$ cat src/rtl/dcache_port_ctrl_if.sv
// rtl/dcache_port_ctrl_if.sv - memory-stage, walker and cache-port signals of the data-cache port
interface dcache_port_ctrl_if;
  logic        mem_req_valid;
  logic [1:0]  mem_rw;
  logic [31:0] mem_addr;
  logic [31:0] mem_wdata;
  logic [2:0]  mem_size;
  logic        mem_clear;
  logic        mem_stall;
  logic        mem_resp_valid;
  logic [31:0] mem_rdata;
  logic        ptw_req_valid;
  logic [31:0] ptw_addr;
  logic        ptw_resp_valid;
  logic [31:0] ptw_rdata;
  logic [31:0] p_addr;
  logic        p_addr_valid;
  logic [1:0]  cache_rw;
  logic [31:0] cache_write;
  logic [3:0]  cache_wstrb;
  logic        cache_ready;
  logic [31:0] cache_read;

  // Controller side: consumes requests and cache completions, drives the port.
  modport slave (
    input  mem_req_valid, mem_rw, mem_addr, mem_wdata, mem_size, mem_clear,
    input  ptw_req_valid, ptw_addr, cache_ready, cache_read,
    output mem_stall, mem_resp_valid, mem_rdata, ptw_resp_valid, ptw_rdata,
    output p_addr, p_addr_valid, cache_rw, cache_write, cache_wstrb
  );

  // Environment side: requesters plus the cache itself.
  modport master (
    output mem_req_valid, mem_rw, mem_addr, mem_wdata, mem_size, mem_clear,
    output ptw_req_valid, ptw_addr, cache_ready, cache_read,
    input  mem_stall, mem_resp_valid, mem_rdata, ptw_resp_valid, ptw_rdata,
    input  p_addr, p_addr_valid, cache_rw, cache_write, cache_wstrb
  );
endinterface

$ cat src/rtl/dcache_port_ctrl.sv
// rtl/dcache_port_ctrl.sv - round-robin sequencer for the shared data-cache port
module dcache_port_ctrl (
  input  logic             clk,
  input  logic             rstn,
  dcache_port_ctrl_if.slave bus
);

  typedef enum logic [1:0] {S_IDLE, S_MEM, S_PTW} state_t;

  state_t      r_state;
  state_t      w_state_nxt;
  logic        r_last_ptw;
  logic        r_drop;
  logic [31:0] r_p_addr;
  logic        r_p_addr_valid;
  logic [1:0]  r_cache_rw;
  logic [31:0] r_cache_write;
  logic [3:0]  r_cache_wstrb;
  logic [2:0]  r_size;
  logic        r_mem_resp_valid;
  logic [31:0] r_mem_rdata;
  logic        r_ptw_resp_valid;
  logic [31:0] r_ptw_rdata;

  logic        w_mem_rw_ok;
  logic        w_mem_elig;
  logic        w_ptw_elig;
  logic        w_issue_mem;
  logic        w_issue_ptw;
  logic        w_done;
  logic [31:0] w_store_data;
  logic [3:0]  w_store_strb;
  logic [7:0]  w_byte;
  logic [15:0] w_half;
  logic [31:0] w_load_data;

  // A requester that is seeing its response pulse this cycle is stale and not eligible.
  assign w_mem_rw_ok = (bus.mem_rw == 2'b01) || (bus.mem_rw == 2'b10);
  assign w_mem_elig  = bus.mem_req_valid & w_mem_rw_ok & ~bus.mem_clear & ~r_mem_resp_valid;
  assign w_ptw_elig  = bus.ptw_req_valid & ~r_ptw_resp_valid;
  assign w_done      = (r_state != S_IDLE) & bus.cache_ready;

  // State register.
  always_ff @(posedge clk or negedge rstn) begin
    if (!rstn) r_state <= S_IDLE;
    else       r_state <= w_state_nxt;
  end

  // Next state and grant: ties go to whoever was not served last.
  always_comb begin
    w_state_nxt = r_state;
    w_issue_mem = 1'b0;
    w_issue_ptw = 1'b0;
    case (r_state)
      S_IDLE: begin
        if (w_mem_elig && (!w_ptw_elig || r_last_ptw)) begin
          w_state_nxt = S_MEM;
          w_issue_mem = 1'b1;
        end else if (w_ptw_elig) begin
          w_state_nxt = S_PTW;
          w_issue_ptw = 1'b1;
        end
      end
      S_MEM, S_PTW: if (bus.cache_ready) w_state_nxt = S_IDLE;
      default: w_state_nxt = S_IDLE;
    endcase
  end

  // Store data replicated across lanes; strobes select the addressed lanes, none for loads.
  always_comb begin
    w_store_data = bus.mem_wdata;
    w_store_strb = 4'b1111;
    case (bus.mem_size[1:0])
      2'b00: begin
        w_store_data = {4{bus.mem_wdata[7:0]}};
        w_store_strb = 4'b0001 << bus.mem_addr[1:0];
      end
      2'b01: begin
        w_store_data = {2{bus.mem_wdata[15:0]}};
        w_store_strb = 4'b0011 << {bus.mem_addr[1], 1'b0};
      end
      default: ;
    endcase
    if (bus.mem_rw != 2'b10) w_store_strb = 4'b0000;
  end

  // Load lane selection and extension from the latched address and size.
  always_comb begin
    case (r_p_addr[1:0])
      2'd0:    w_byte = bus.cache_read[7:0];
      2'd1:    w_byte = bus.cache_read[15:8];
      2'd2:    w_byte = bus.cache_read[23:16];
      default: w_byte = bus.cache_read[31:24];
    endcase
    w_half = r_p_addr[1] ? bus.cache_read[31:16] : bus.cache_read[15:0];
    case (r_size[1:0])
      2'b00:   w_load_data = {{24{w_byte[7] & ~r_size[2]}}, w_byte};
      2'b01:   w_load_data = {{16{w_half[15] & ~r_size[2]}}, w_half};
      default: w_load_data = bus.cache_read;
    endcase
  end

  // Cache request registers, response pulses and flush tracking.
  always_ff @(posedge clk or negedge rstn) begin
    if (!rstn) begin
      r_last_ptw       <= 1'b1;
      r_drop           <= 1'b0;
      r_p_addr         <= '0;
      r_p_addr_valid   <= 1'b0;
      r_cache_rw       <= 2'b00;
      r_cache_write    <= '0;
      r_cache_wstrb    <= 4'b0000;
      r_size           <= 3'b000;
      r_mem_resp_valid <= 1'b0;
      r_mem_rdata      <= '0;
      r_ptw_resp_valid <= 1'b0;
      r_ptw_rdata      <= '0;
    end else begin
      r_mem_resp_valid <= 1'b0;
      r_ptw_resp_valid <= 1'b0;
      if (w_issue_mem) begin
        r_last_ptw     <= 1'b0;
        r_p_addr       <= bus.mem_addr;
        r_p_addr_valid <= 1'b1;
        r_cache_rw     <= bus.mem_rw;
        r_cache_write  <= w_store_data;
        r_cache_wstrb  <= w_store_strb;
        r_size         <= bus.mem_size;
      end else if (w_issue_ptw) begin
        r_last_ptw     <= 1'b1;
        r_p_addr       <= bus.ptw_addr;
        r_p_addr_valid <= 1'b1;
        r_cache_rw     <= 2'b01;
        r_cache_write  <= '0;
        r_cache_wstrb  <= 4'b0000;
      end else if (w_done) begin
        r_p_addr_valid <= 1'b0;
        r_cache_rw     <= 2'b00;
        if (r_state == S_MEM) begin
          if (!r_drop && !bus.mem_clear) begin
            r_mem_resp_valid <= 1'b1;
            if (r_cache_rw == 2'b01) r_mem_rdata <= w_load_data;
          end
        end else begin
          r_ptw_resp_valid <= 1'b1;
          r_ptw_rdata      <= bus.cache_read;
        end
      end
      if (r_state == S_MEM && w_done)             r_drop <= 1'b0;
      else if (r_state == S_MEM && bus.mem_clear) r_drop <= 1'b1;
    end
  end

  assign bus.mem_stall      = bus.mem_req_valid & w_mem_rw_ok & ~r_mem_resp_valid;
  assign bus.mem_resp_valid = r_mem_resp_valid;
  assign bus.mem_rdata      = r_mem_rdata;
  assign bus.ptw_resp_valid = r_ptw_resp_valid;
  assign bus.ptw_rdata      = r_ptw_rdata;
  assign bus.p_addr         = r_p_addr;
  assign bus.p_addr_valid   = r_p_addr_valid;
  assign bus.cache_rw       = r_cache_rw;
  assign bus.cache_write    = r_cache_write;
  assign bus.cache_wstrb    = r_cache_wstrb;

endmodule

$ cat src/flat_wrapper.sv
// flat-port wrapper written by rule: the top's interface ports become plain ports
module dcache_port_ctrl_flat 
  (clk, rstn, bus_mem_req_valid, bus_mem_rw, bus_mem_addr, bus_mem_wdata, bus_mem_size, bus_mem_clear, bus_ptw_req_valid, bus_ptw_addr, bus_cache_ready, bus_cache_read, bus_mem_stall, bus_mem_resp_valid, bus_mem_rdata, bus_ptw_resp_valid, bus_ptw_rdata, bus_p_addr, bus_p_addr_valid, bus_cache_rw, bus_cache_write, bus_cache_wstrb);
  dcache_port_ctrl_if bus_i ();
  input  logic clk;
  input  logic rstn;
  input wire logic [$bits(bus_i.mem_req_valid)-1:0] bus_mem_req_valid;
  input wire logic [$bits(bus_i.mem_rw)-1:0] bus_mem_rw;
  input wire logic [$bits(bus_i.mem_addr)-1:0] bus_mem_addr;
  input wire logic [$bits(bus_i.mem_wdata)-1:0] bus_mem_wdata;
  input wire logic [$bits(bus_i.mem_size)-1:0] bus_mem_size;
  input wire logic [$bits(bus_i.mem_clear)-1:0] bus_mem_clear;
  input wire logic [$bits(bus_i.ptw_req_valid)-1:0] bus_ptw_req_valid;
  input wire logic [$bits(bus_i.ptw_addr)-1:0] bus_ptw_addr;
  input wire logic [$bits(bus_i.cache_ready)-1:0] bus_cache_ready;
  input wire logic [$bits(bus_i.cache_read)-1:0] bus_cache_read;
  output wire logic [$bits(bus_i.mem_stall)-1:0] bus_mem_stall;
  output wire logic [$bits(bus_i.mem_resp_valid)-1:0] bus_mem_resp_valid;
  output wire logic [$bits(bus_i.mem_rdata)-1:0] bus_mem_rdata;
  output wire logic [$bits(bus_i.ptw_resp_valid)-1:0] bus_ptw_resp_valid;
  output wire logic [$bits(bus_i.ptw_rdata)-1:0] bus_ptw_rdata;
  output wire logic [$bits(bus_i.p_addr)-1:0] bus_p_addr;
  output wire logic [$bits(bus_i.p_addr_valid)-1:0] bus_p_addr_valid;
  output wire logic [$bits(bus_i.cache_rw)-1:0] bus_cache_rw;
  output wire logic [$bits(bus_i.cache_write)-1:0] bus_cache_write;
  output wire logic [$bits(bus_i.cache_wstrb)-1:0] bus_cache_wstrb;
  assign bus_i.mem_req_valid = bus_mem_req_valid;
  assign bus_i.mem_rw = bus_mem_rw;
  assign bus_i.mem_addr = bus_mem_addr;
  assign bus_i.mem_wdata = bus_mem_wdata;
  assign bus_i.mem_size = bus_mem_size;
  assign bus_i.mem_clear = bus_mem_clear;
  assign bus_i.ptw_req_valid = bus_ptw_req_valid;
  assign bus_i.ptw_addr = bus_ptw_addr;
  assign bus_i.cache_ready = bus_cache_ready;
  assign bus_i.cache_read = bus_cache_read;
  assign bus_mem_stall = bus_i.mem_stall;
  assign bus_mem_resp_valid = bus_i.mem_resp_valid;
  assign bus_mem_rdata = bus_i.mem_rdata;
  assign bus_ptw_resp_valid = bus_i.ptw_resp_valid;
  assign bus_ptw_rdata = bus_i.ptw_rdata;
  assign bus_p_addr = bus_i.p_addr;
  assign bus_p_addr_valid = bus_i.p_addr_valid;
  assign bus_cache_rw = bus_i.cache_rw;
  assign bus_cache_write = bus_i.cache_write;
  assign bus_cache_wstrb = bus_i.cache_wstrb;
  dcache_port_ctrl u_core (.clk(clk), .rstn(rstn), .bus(bus_i));
endmodule
$ cat config.mk
export PLATFORM = sky130hd
export DESIGN_NAME = dcache_port_ctrl_flat
export DESIGN_NICKNAME = d
export VERILOG_FILES = /design/src/rtl/dcache_port_ctrl_if.sv /design/src/rtl/dcache_port_ctrl.sv /design/src/flat_wrapper.sv
export SDC_FILE = /design/constraint.sdc
export NUM_CORES = 1
export LEC_CHECK = 0
export BUFFER_PORTS_ARGS = -buffer_cell sky130_fd_sc_hd__buf_2
export CORE_MARGIN = 3
export CORE_UTILIZATION = 48
export DETAILED_ROUTE_END_ITERATION = 8
export PLACE_DENSITY = 0.83
export SYNTH_ARGS = -nofsm -noshare
export SYNTH_HDL_FRONTEND = slang
export SYNTH_SLANG_ARGS = --single-unit
$ cat constraint.sdc
create_clock -name clk -period 2.4 [get_ports clk]
set_clock_uncertainty 0.1 [all_clocks]
set_input_delay 0.48 -clock clk [delete_from_list [all_inputs] [get_ports clk]]
set_output_delay 0.48 -clock clk [all_outputs]
set_load 0.005 [all_outputs]
Yosys cells after proc, flatten, opt, wreduce, memory -nomap -nowiden
Cells that the tools add are included.
{"block": "op_classes", "eq_ne": 12, "shifts": 2, "mux": 40, "bitwise_logic": 15, "n_reduce_logical": 21}
{"op": "32-bit two-way mux", "count": 4}
{"op": "32-bit case mux with 2 select lines", "count": 2}
{"op": "8-bit case mux with 3 select lines", "count": 1}
{"op": "1-bit two-way mux", "count": 21}
{"op": "16-bit two-way mux", "count": 1}
{"op": "2-bit by 1-bit == test with 1-bit output (second input constant)", "count": 6}
{"op": "2-bit two-way mux", "count": 6}
{"op": "4-bit two-way mux", "count": 3}
{"op": "1-bit AND", "count": 8}
{"op": "2-bit logical NOT", "count": 4}
{"op": "4-bit case mux with 2 select lines", "count": 1}
{"op": "1-bit inverter", "count": 7}
{"op": "2-bit == test (second input constant)", "count": 3}
{"op": "6-bit AND reduction", "count": 1}
{"op": "2-bit nonzero test", "count": 3}
{"op": "1-bit logical AND", "count": 4}
{"op": "2-bit != test (second input constant)", "count": 2}
{"op": "2-bit case mux with 2 select lines", "count": 1}
{"op": "4-bit AND reduction", "count": 1}
{"op": "1-bit by 2-bit left shift with 4-bit output (first input constant)", "count": 1}
{"op": "2-bit by 2-bit left shift with 4-bit output (first input constant)", "count": 1}
{"op": "1-bit logical NOT", "count": 3}
{"op": "3-bit by 1-bit != test with 1-bit output (second input constant)", "count": 1}
{"op": "3-bit nonzero test", "count": 1}
{"op": "other kinds (3)", "count": 4}
{"block": "totals", "register_bits": 144, "inputBits": 139, "word_cells": 103}

Depth between registers and ports, before layout
{"block": "depth", "word_depth": 10, "ltp_mapped": 9}

Worst setup path before layout
OpenSTA, ideal clock, no wires.
{"block": "synth_timing", "path_type": "in2reg", "startpoint": "input bus_mem_rw[0]", "endpoint": "register u_core.r_size[2]", "arrival_time_ns": 2.025, "t_required_ns": 2.173, "slack_ns": 0.147, "cell_stages": 8, "n_path_buf": 2, "cell_sequence": "inv_1 > ha_1 > nor4b_4 > o21a_1 > buf_4 > and2_1 > buf_6 > mux2_1"}
{"block": "synth_via", "elab_chain_cells": 8, "elab_cells_between_ends": 9, "cone_classes": "2 x eq/ne; 2 x mux; 3 x bitwise; 2 x reduce/logical"}
{"element": "start: declaration", "line": "flat_wrapper.sv:8", "text": "input wire logic [$bits(bus_i.mem_rw)-1:0] bus_mem_rw;"}
{"element": "2-bit by 1-bit == test with 1-bit output / 2-bit == test (equally long branches)", "line": "dcache_port_ctrl.sv:38", "text": "assign w_mem_rw_ok = (bus.mem_rw == 2'b01) || (bus.mem_rw == 2'b10);"}
{"element": "1-bit logical OR (*)", "line": "dcache_port_ctrl.sv:38"}
{"element": "1-bit AND (*) (3 in series)", "line": "dcache_port_ctrl.sv:39", "text": "assign w_mem_elig = bus.mem_req_valid & w_mem_rw_ok & ~bus.mem_clear & ~r_mem_resp_valid;"}
{"element": "1-bit logical AND (*)", "line": "dcache_port_ctrl.sv:56", "text": "if (w_mem_elig && (!w_ptw_elig || r_last_ptw)) begin"}
{"element": "1-bit two-way mux (*)", "line": "dcache_port_ctrl.sv:56"}
{"element": "1-bit two-way mux (*)", "line": "dcache_port_ctrl.sv:54", "text": "case (r_state)"}
{"element": "end signal: assignment", "line": "dcache_port_ctrl.sv:128", "text": "r_size <= bus.mem_size;"}
{"element": "end: declaration", "line": "dcache_port_ctrl.sv:19", "text": "logic [2:0] r_size;"}
Mark *: on every way between the ends. The rest lies on a longest branch, timed or not.
A chain may end at the register's enable or synchronous reset.

Final worst setup path
{"block": "layout_timing", "startpoint": "register u_core.r_p_addr[1] (netlist: u_core.bus.p_addr[1])", "endpoint": "register u_core.r_mem_rdata[13] (netlist: u_core.bus.mem_rdata[13])"}
{"block": "layout_via", "elab_chain_cells": 4, "elab_cells_between_ends": 7, "cone_classes": "2 x eq/ne; 3 x mux; 1 x bitwise; 1 x reduce/logical"}
{"element": "start: declaration", "line": "dcache_port_ctrl.sv:14", "text": "logic [31:0] r_p_addr;"}
{"element": "start signal: assignment", "line": "dcache_port_ctrl.sv:123", "text": "r_p_addr <= bus.mem_addr;"}
{"element": "start signal: assignment", "line": "dcache_port_ctrl.sv:131", "text": "r_p_addr <= bus.ptw_addr;"}
{"element": "2-bit == test, or another cell as far along", "line": "dcache_port_ctrl.sv:89", "text": "case (r_p_addr[1:0])"}
{"element": "8-bit case mux with 3 select lines", "line": "dcache_port_ctrl.sv:89"}
{"element": "1-bit AND", "line": "dcache_port_ctrl.sv:97", "text": "2'b00: w_load_data = {{24{w_byte[7] & ~r_size[2]}}, w_byte};"}
{"element": "32-bit case mux with 2 select lines (*)", "line": "dcache_port_ctrl.sv:96", "text": "case (r_size[1:0])"}
{"element": "end signal: assignment", "line": "dcache_port_ctrl.sv:142", "text": "if (r_cache_rw == 2'b01) r_mem_rdata <= w_load_data;"}
{"element": "end: declaration", "line": "dcache_port_ctrl.sv:21", "text": "logic [31:0] r_mem_rdata;"}
Marked as above.

==> flow_summary.html <==
<table>
<tr><th>Metric</th><th>Value</th></tr>
<tr><th colspan="2">Outcome</th></tr>
<tr><td>Result of the run</td><td>finished clean</td></tr>
<tr><th colspan="2">Floorplanning</th></tr>
<tr><td>Area of the core</td><td>13,400 um^2</td></tr>
<tr><td>Die ar.</td><td>15,300 um^2</td></tr>
<tr><td># rows</td><td>42</td></tr>
<tr><td>Initial core utilization</td><td>49.6%</td></tr>
<tr><td>Number of I/O pins</td><td>277</td></tr>
<tr><td>Die height</td><td>124 um</td></tr>
<tr><td>Width of the die</td><td>124 um</td></tr>
<tr><th colspan="2">Timing</th></tr>
<tr><td>Endpoints failing setup</td><td>0</td></tr>
<tr><td>Sum of negative setup slack</td><td>0 ns</td></tr>
<tr><td>Worst hold margin</td><td>0.199 ns</td></tr>
<tr><td>Final cycle utilization of the critical path</td><td>84.8%</td></tr>
<tr><td>Count of final max-slew check failures</td><td>0</td></tr>
<tr><td>RSZ-0062 raised after global routing</td><td>no</td></tr>
<tr><td>Headroom to the max-slew limit</td><td>40.0%</td></tr>
<tr><td>Final worst path period need</td><td>2.04 ns</td></tr>
<tr><td>Achievable Freq</td><td>491 MHz</td></tr>
<tr><td>Actual transition at the worst max-transition pin</td><td>0.898 ns</td></tr>
<tr><td>Final hold violation count</td><td>0</td></tr>
<tr><th colspan="2">Setup path</th></tr>
<tr><td>Cell Chain, Critical Path</td><td>inv_1 &gt; nor3b_1 &gt; a22o_1 &gt; o22a_1</td></tr>
<tr><td>Critical Path Fanout Max</td><td>12</td></tr>
<tr><td>WP data required</td><td>2.65 ns</td></tr>
<tr><td>Cell family with most CP delay</td><td>simple AND/OR/NAND/NOR gates</td></tr>
<tr><td>Largest stage delay on the critical path</td><td>0.79 ns</td></tr>
<tr><td>Arrival time of the worst setup path</td><td>2.29 ns</td></tr>
<tr><td>Category of the worst setup path capture point</td><td>flip-flop</td></tr>
<tr><td>Cell type of the slowest stage on the worst timing path</td><td>sky130_fd_sc_hd__nor3b_1</td></tr>
<tr><td>CP Buf/Inv Count</td><td>1</td></tr>
<tr><td>Setup CP Type</td><td>flip-flop to flip-flop</td></tr>
<tr><td>Critical Path Start Type</td><td>flip-flop</td></tr>
<tr><th colspan="2">Worst hold path</th></tr>
<tr><td>Worst hold-check path type</td><td>input pin to flip-flop</td></tr>
<tr><th colspan="2">Global routing</th></tr>
<tr><td>Overall fraction of global-route tracks in use</td><td>26.4%</td></tr>
<tr><td>Maximum number of pins on one net before global-route repair</td><td>58</td></tr>
<tr><td>Number of global-route vias before repair</td><td>5,902</td></tr>
<tr><td>Antenna violations before repair</td><td>1</td></tr>
<tr><td>First-pass GRT wire length</td><td>30.9 mm</td></tr>
<tr><td>Total gr overflow</td><td>0</td></tr>
<tr><th colspan="2">Placement</th></tr>
<tr><td>Placer Congestion</td><td>0.833</td></tr>
<tr><td>PortBufs</td><td>276</td></tr>
<tr><td>Estimated wirelength of the detail-placed design</td><td>14.9 mm</td></tr>
<tr><th colspan="2">Clock network</th></tr>
<tr><td>H-tree depth</td><td>4</td></tr>
<tr><td>Total clock buffers created by CTS</td><td>17</td></tr>
<tr><td>Clk sink count</td><td>144</td></tr>
<tr><td>Root Buffer</td><td>sky130_fd_sc_hd__clkbuf_16</td></tr>
<tr><td>Clock latency of the later-clocked register in the worst-skew pair</td><td>0.42 ns</td></tr>
<tr><td>Clock tree buffer depth</td><td>2</td></tr>
<tr><td>Number of post-CTS setup repair buffers</td><td>0</td></tr>
<tr><td>Clock tree from TritonCTS</td><td>built</td></tr>
<tr><td>Clock slew seen by the registers of the worst setup and hold paths</td><td>0.06 ns</td></tr>
<tr><th colspan="2">Yosys</th></tr>
<tr><td>Synthesized-area fraction occupied by and/or/nand/nor cells</td><td>18.5%</td></tr>
<tr><td>Netlist area before placement</td><td>6650 um^2</td></tr>
<tr><td>Area contributors post-synth</td><td>sky130_fd_sc_hd__dfrtp_1 54%, sky130_fd_sc_hd__mux2_2 6.6%, sky130_fd_sc_hd__nor3_1 4.8%, sky130_fd_sc_hd__nor3b_1 3.9%, sky130_fd_sc_hd__mux2i_1 3.9%</td></tr>
<tr><td>Part of the Yosys area used for sequential elements</td><td>54.2%</td></tr>
<tr><td>Cell with the most instances after synthesis</td><td>sky130_fd_sc_hd__dfrtp_1</td></tr>
<tr><td>Flip-flop and latch count after synthesis</td><td>144</td></tr>
<tr><td>Most used standard cells in the synthesized netlist</td><td>143 x sky130_fd_sc_hd__dfrtp_1, 64 x sky130_fd_sc_hd__nor3_1, 59 x sky130_fd_sc_hd__nor2_1, 39 x sky130_fd_sc_hd__mux2_2, 39 x sky130_fd_sc_hd__nand2_1</td></tr>
<tr><td>Mean Syn Cell Area</td><td>10.8 um^2</td></tr>
<tr><td>Multiplexer area fraction after synthesis</td><td>10.7%</td></tr>
<tr><td>Syn Nets</td><td>758</td></tr>
<tr><td>Leading area contributor after synthesis</td><td>sky130_fd_sc_hd__dfrtp_1</td></tr>
<tr><td>Most common flop cell mapped by yosys</td><td>sky130_fd_sc_hd__dfrtp_1</td></tr>
<tr><td>Fraction of the mapped netlist area in compound gates</td><td>12.4%</td></tr>
<tr><td>Post-synthesis share of cell area spent on xor and xnor gates</td><td>0%</td></tr>
<tr><td>Synthesized instance count</td><td>616</td></tr>
<tr><td>Combinational family with the most area after synthesis</td><td>simple AND/OR/NAND/NOR gates</td></tr>
<tr><td>Fraction of post-synthesis cell area in the top cell type by area</td><td>53.8%</td></tr>
<tr><td>Unique cell type count in the Yosys netlist</td><td>45</td></tr>
<tr><td>Share of synthesized registers carrying an async set or reset</td><td>100%</td></tr>
<tr><td>EDFF count, synth</td><td>0</td></tr>
<tr><td>Synthesis Warnings</td><td>0</td></tr>
<tr><td>Post-synthesis share of cell area spent on full adders, half adders and majority gates</td><td>0.564%</td></tr>
<tr><th colspan="2">Detailed routing</th></tr>
<tr><td>Remaining DRCs</td><td>0</td></tr>
<tr><td>Per-cell via count in the routed design</td><td>5.58</td></tr>
<tr><td>Final antenna-violating net count</td><td>0</td></tr>
<tr><td>DR vias</td><td>6,026</td></tr>
<tr><td>1st-iter DRT viols</td><td>526</td></tr>
<tr><td>Drt wl/cell</td><td>18.8 um</td></tr>
<tr><td>Total iterations of the first detailed-routing run</td><td>7</td></tr>
<tr><td>Wire length after detailed routing</td><td>20.3 mm</td></tr>
<tr><th colspan="2">Layout</th></tr>
<tr><td>Diodes inserted</td><td>0</td></tr>
<tr><td>Relative area change from synthesis to final layout</td><td>35.0%</td></tr>
<tr><td>Ratio of cells with drive above 1 in the final layout</td><td>41.7%</td></tr>
<tr><td>Final nets</td><td>1,032</td></tr>
<tr><th colspan="2">Pwr</th></tr>
<tr><td>Leakage power</td><td>4.42 nW</td></tr>
<tr><td>Power density cells</td><td>1220 nW/um^2</td></tr>
<tr><td>Maximum resistive drop on vdd</td><td>0.562 mV</td></tr>
<tr><th colspan="2">Flow run</th></tr>
<tr><td># Max-Cap Violations</td><td>0</td></tr>
</table>
## through the flow
step	area (um^2)	setup slack (ns)	utilization, %	instances	power (mW)
6_report	8980	0.364	67.0	1079	11.0
3_3_place_gp	8280	0.118	61.8	1046	7.85
3_5_place_dp	8280	0.0181	61.8	1046	7.98
4_1_cts	8980	0.342	67.0	1079	11.1
5_1_grt	8980	0.218	67.0	1079	11.7
2_1_floorplan	6650	0.147	-	616	6.18
## routing by layer
layer  vias up  track usage (%)  share of wire (%)
met5         -                0              0.035
met4         2             11.1                2.9
met3        41             6.99                9.2
met2       314             43.9                 50
met1      2900             32.5                 38
li1       2769                -                  -
## flip-flops by register name, indices dropped and copies added, names as in the netlist, 2 cells and up
register	flops
u_core.bus.cache_wstrb	4
u_core.r_size	3
u_core.bus.mem_rdata	32
u_core.bus.cache_rw	2
u_core.bus.ptw_rdata	32
u_core.r_state	2
u_core.bus.p_addr	32
u_core.bus.cache_write	32
## report_power, final
group,internal [mW],switching (mW),total [mW]
Sequential,3.41,0.587,4.00
Combinational,1.94,2.00,3.95
Clock,2.06,0.986,3.05
## cells in the final DEF, fill, tap and decap left out, types with 7 or more instances in the layout
| cell | count |
|---|---|
| sky130_fd_sc_hd__or3_1 | 16 |
| sky130_fd_sc_hd__nand2_1 | 39 |
| sky130_fd_sc_hd__dfrtp_1 | 143 |
| sky130_fd_sc_hd__a22o_1 | 26 |
| sky130_fd_sc_hd__a21oi_1 | 23 |
| sky130_fd_sc_hd__a31oi_1 | 8 |
| sky130_fd_sc_hd__mux2i_1 | 26 |
| sky130_fd_sc_hd__nor2_1 | 59 |
| sky130_fd_sc_hd__nand3b_1 | 7 |
| sky130_fd_sc_hd__o21ai_0 | 24 |
| sky130_fd_sc_hd__nor3b_1 | 35 |
| sky130_fd_sc_hd__buf_2 | 275 |
| sky130_fd_sc_hd__o2bb2ai_1 | 16 |
| sky130_fd_sc_hd__o22a_1 | 8 |
| sky130_fd_sc_hd__buf_4 | 18 |
| sky130_fd_sc_hd__clkbuf_16 | 17 |
| sky130_fd_sc_hd__nor3_1 | 64 |
| sky130_fd_sc_hd__mux2_2 | 39 |
## worst paths after layout
check,endpoint,from,cells after the start,slack [ns]
worst max-delay path,u_core.bus.mem_rdata[13]$_DFFE_PN0P_,u_core.bus.p_addr[1]$_DFFE_PN0N_,4,0.36
worst min-delay path,u_core.r_size[2]$_DFFE_PN0N_,bus_mem_size[2],2,0.20
worst max register to register,u_core.bus.mem_rdata[13]$_DFFE_PN0P_,u_core.bus.p_addr[1]$_DFFE_PN0N_,4,0.36
worst min register to register,u_core.bus.mem_resp_valid$_DFF_PN0_,u_core.r_drop$_DFFE_PN0P_,1,0.38
max in group asynchronous,u_core.bus.mem_rdata[0]$_DFFE_PN0P_,rstn,3,0.92
min in group asynchronous,u_core.bus.ptw_rdata[22]$_DFFE_PN0P_,rstn,2,0.49
## layout make-up
type	instances	area, um^2
inverters	6	22.5
clock buffers	23	488
fillers	1068	4420
well taps	176	220
flip-flops and latches	144	3600
clock inverters	9	201
multi-input cells	421	2810
repair buffers	300	1630
## logic make-up (layout without fill, tap and decap cells)
kind of cell | after synthesis | in the layout
muxes | 66 | 66
buffers and inverters | 51 | 338
and+or+nand+nor | 236 | 236
DFF | 144 | 144
AOI/OAI and AO/OA | 116 | 116
adders and majority gates | 3 | 3
## repair_timing
item / 4_1_cts / 5_1_grt
endpoints found under the hold margin: 44 / 0
hold buffers: 1 / 0
resized for setup: 0 / 0
Note: power is estimated with default switching activity, not from simulation.
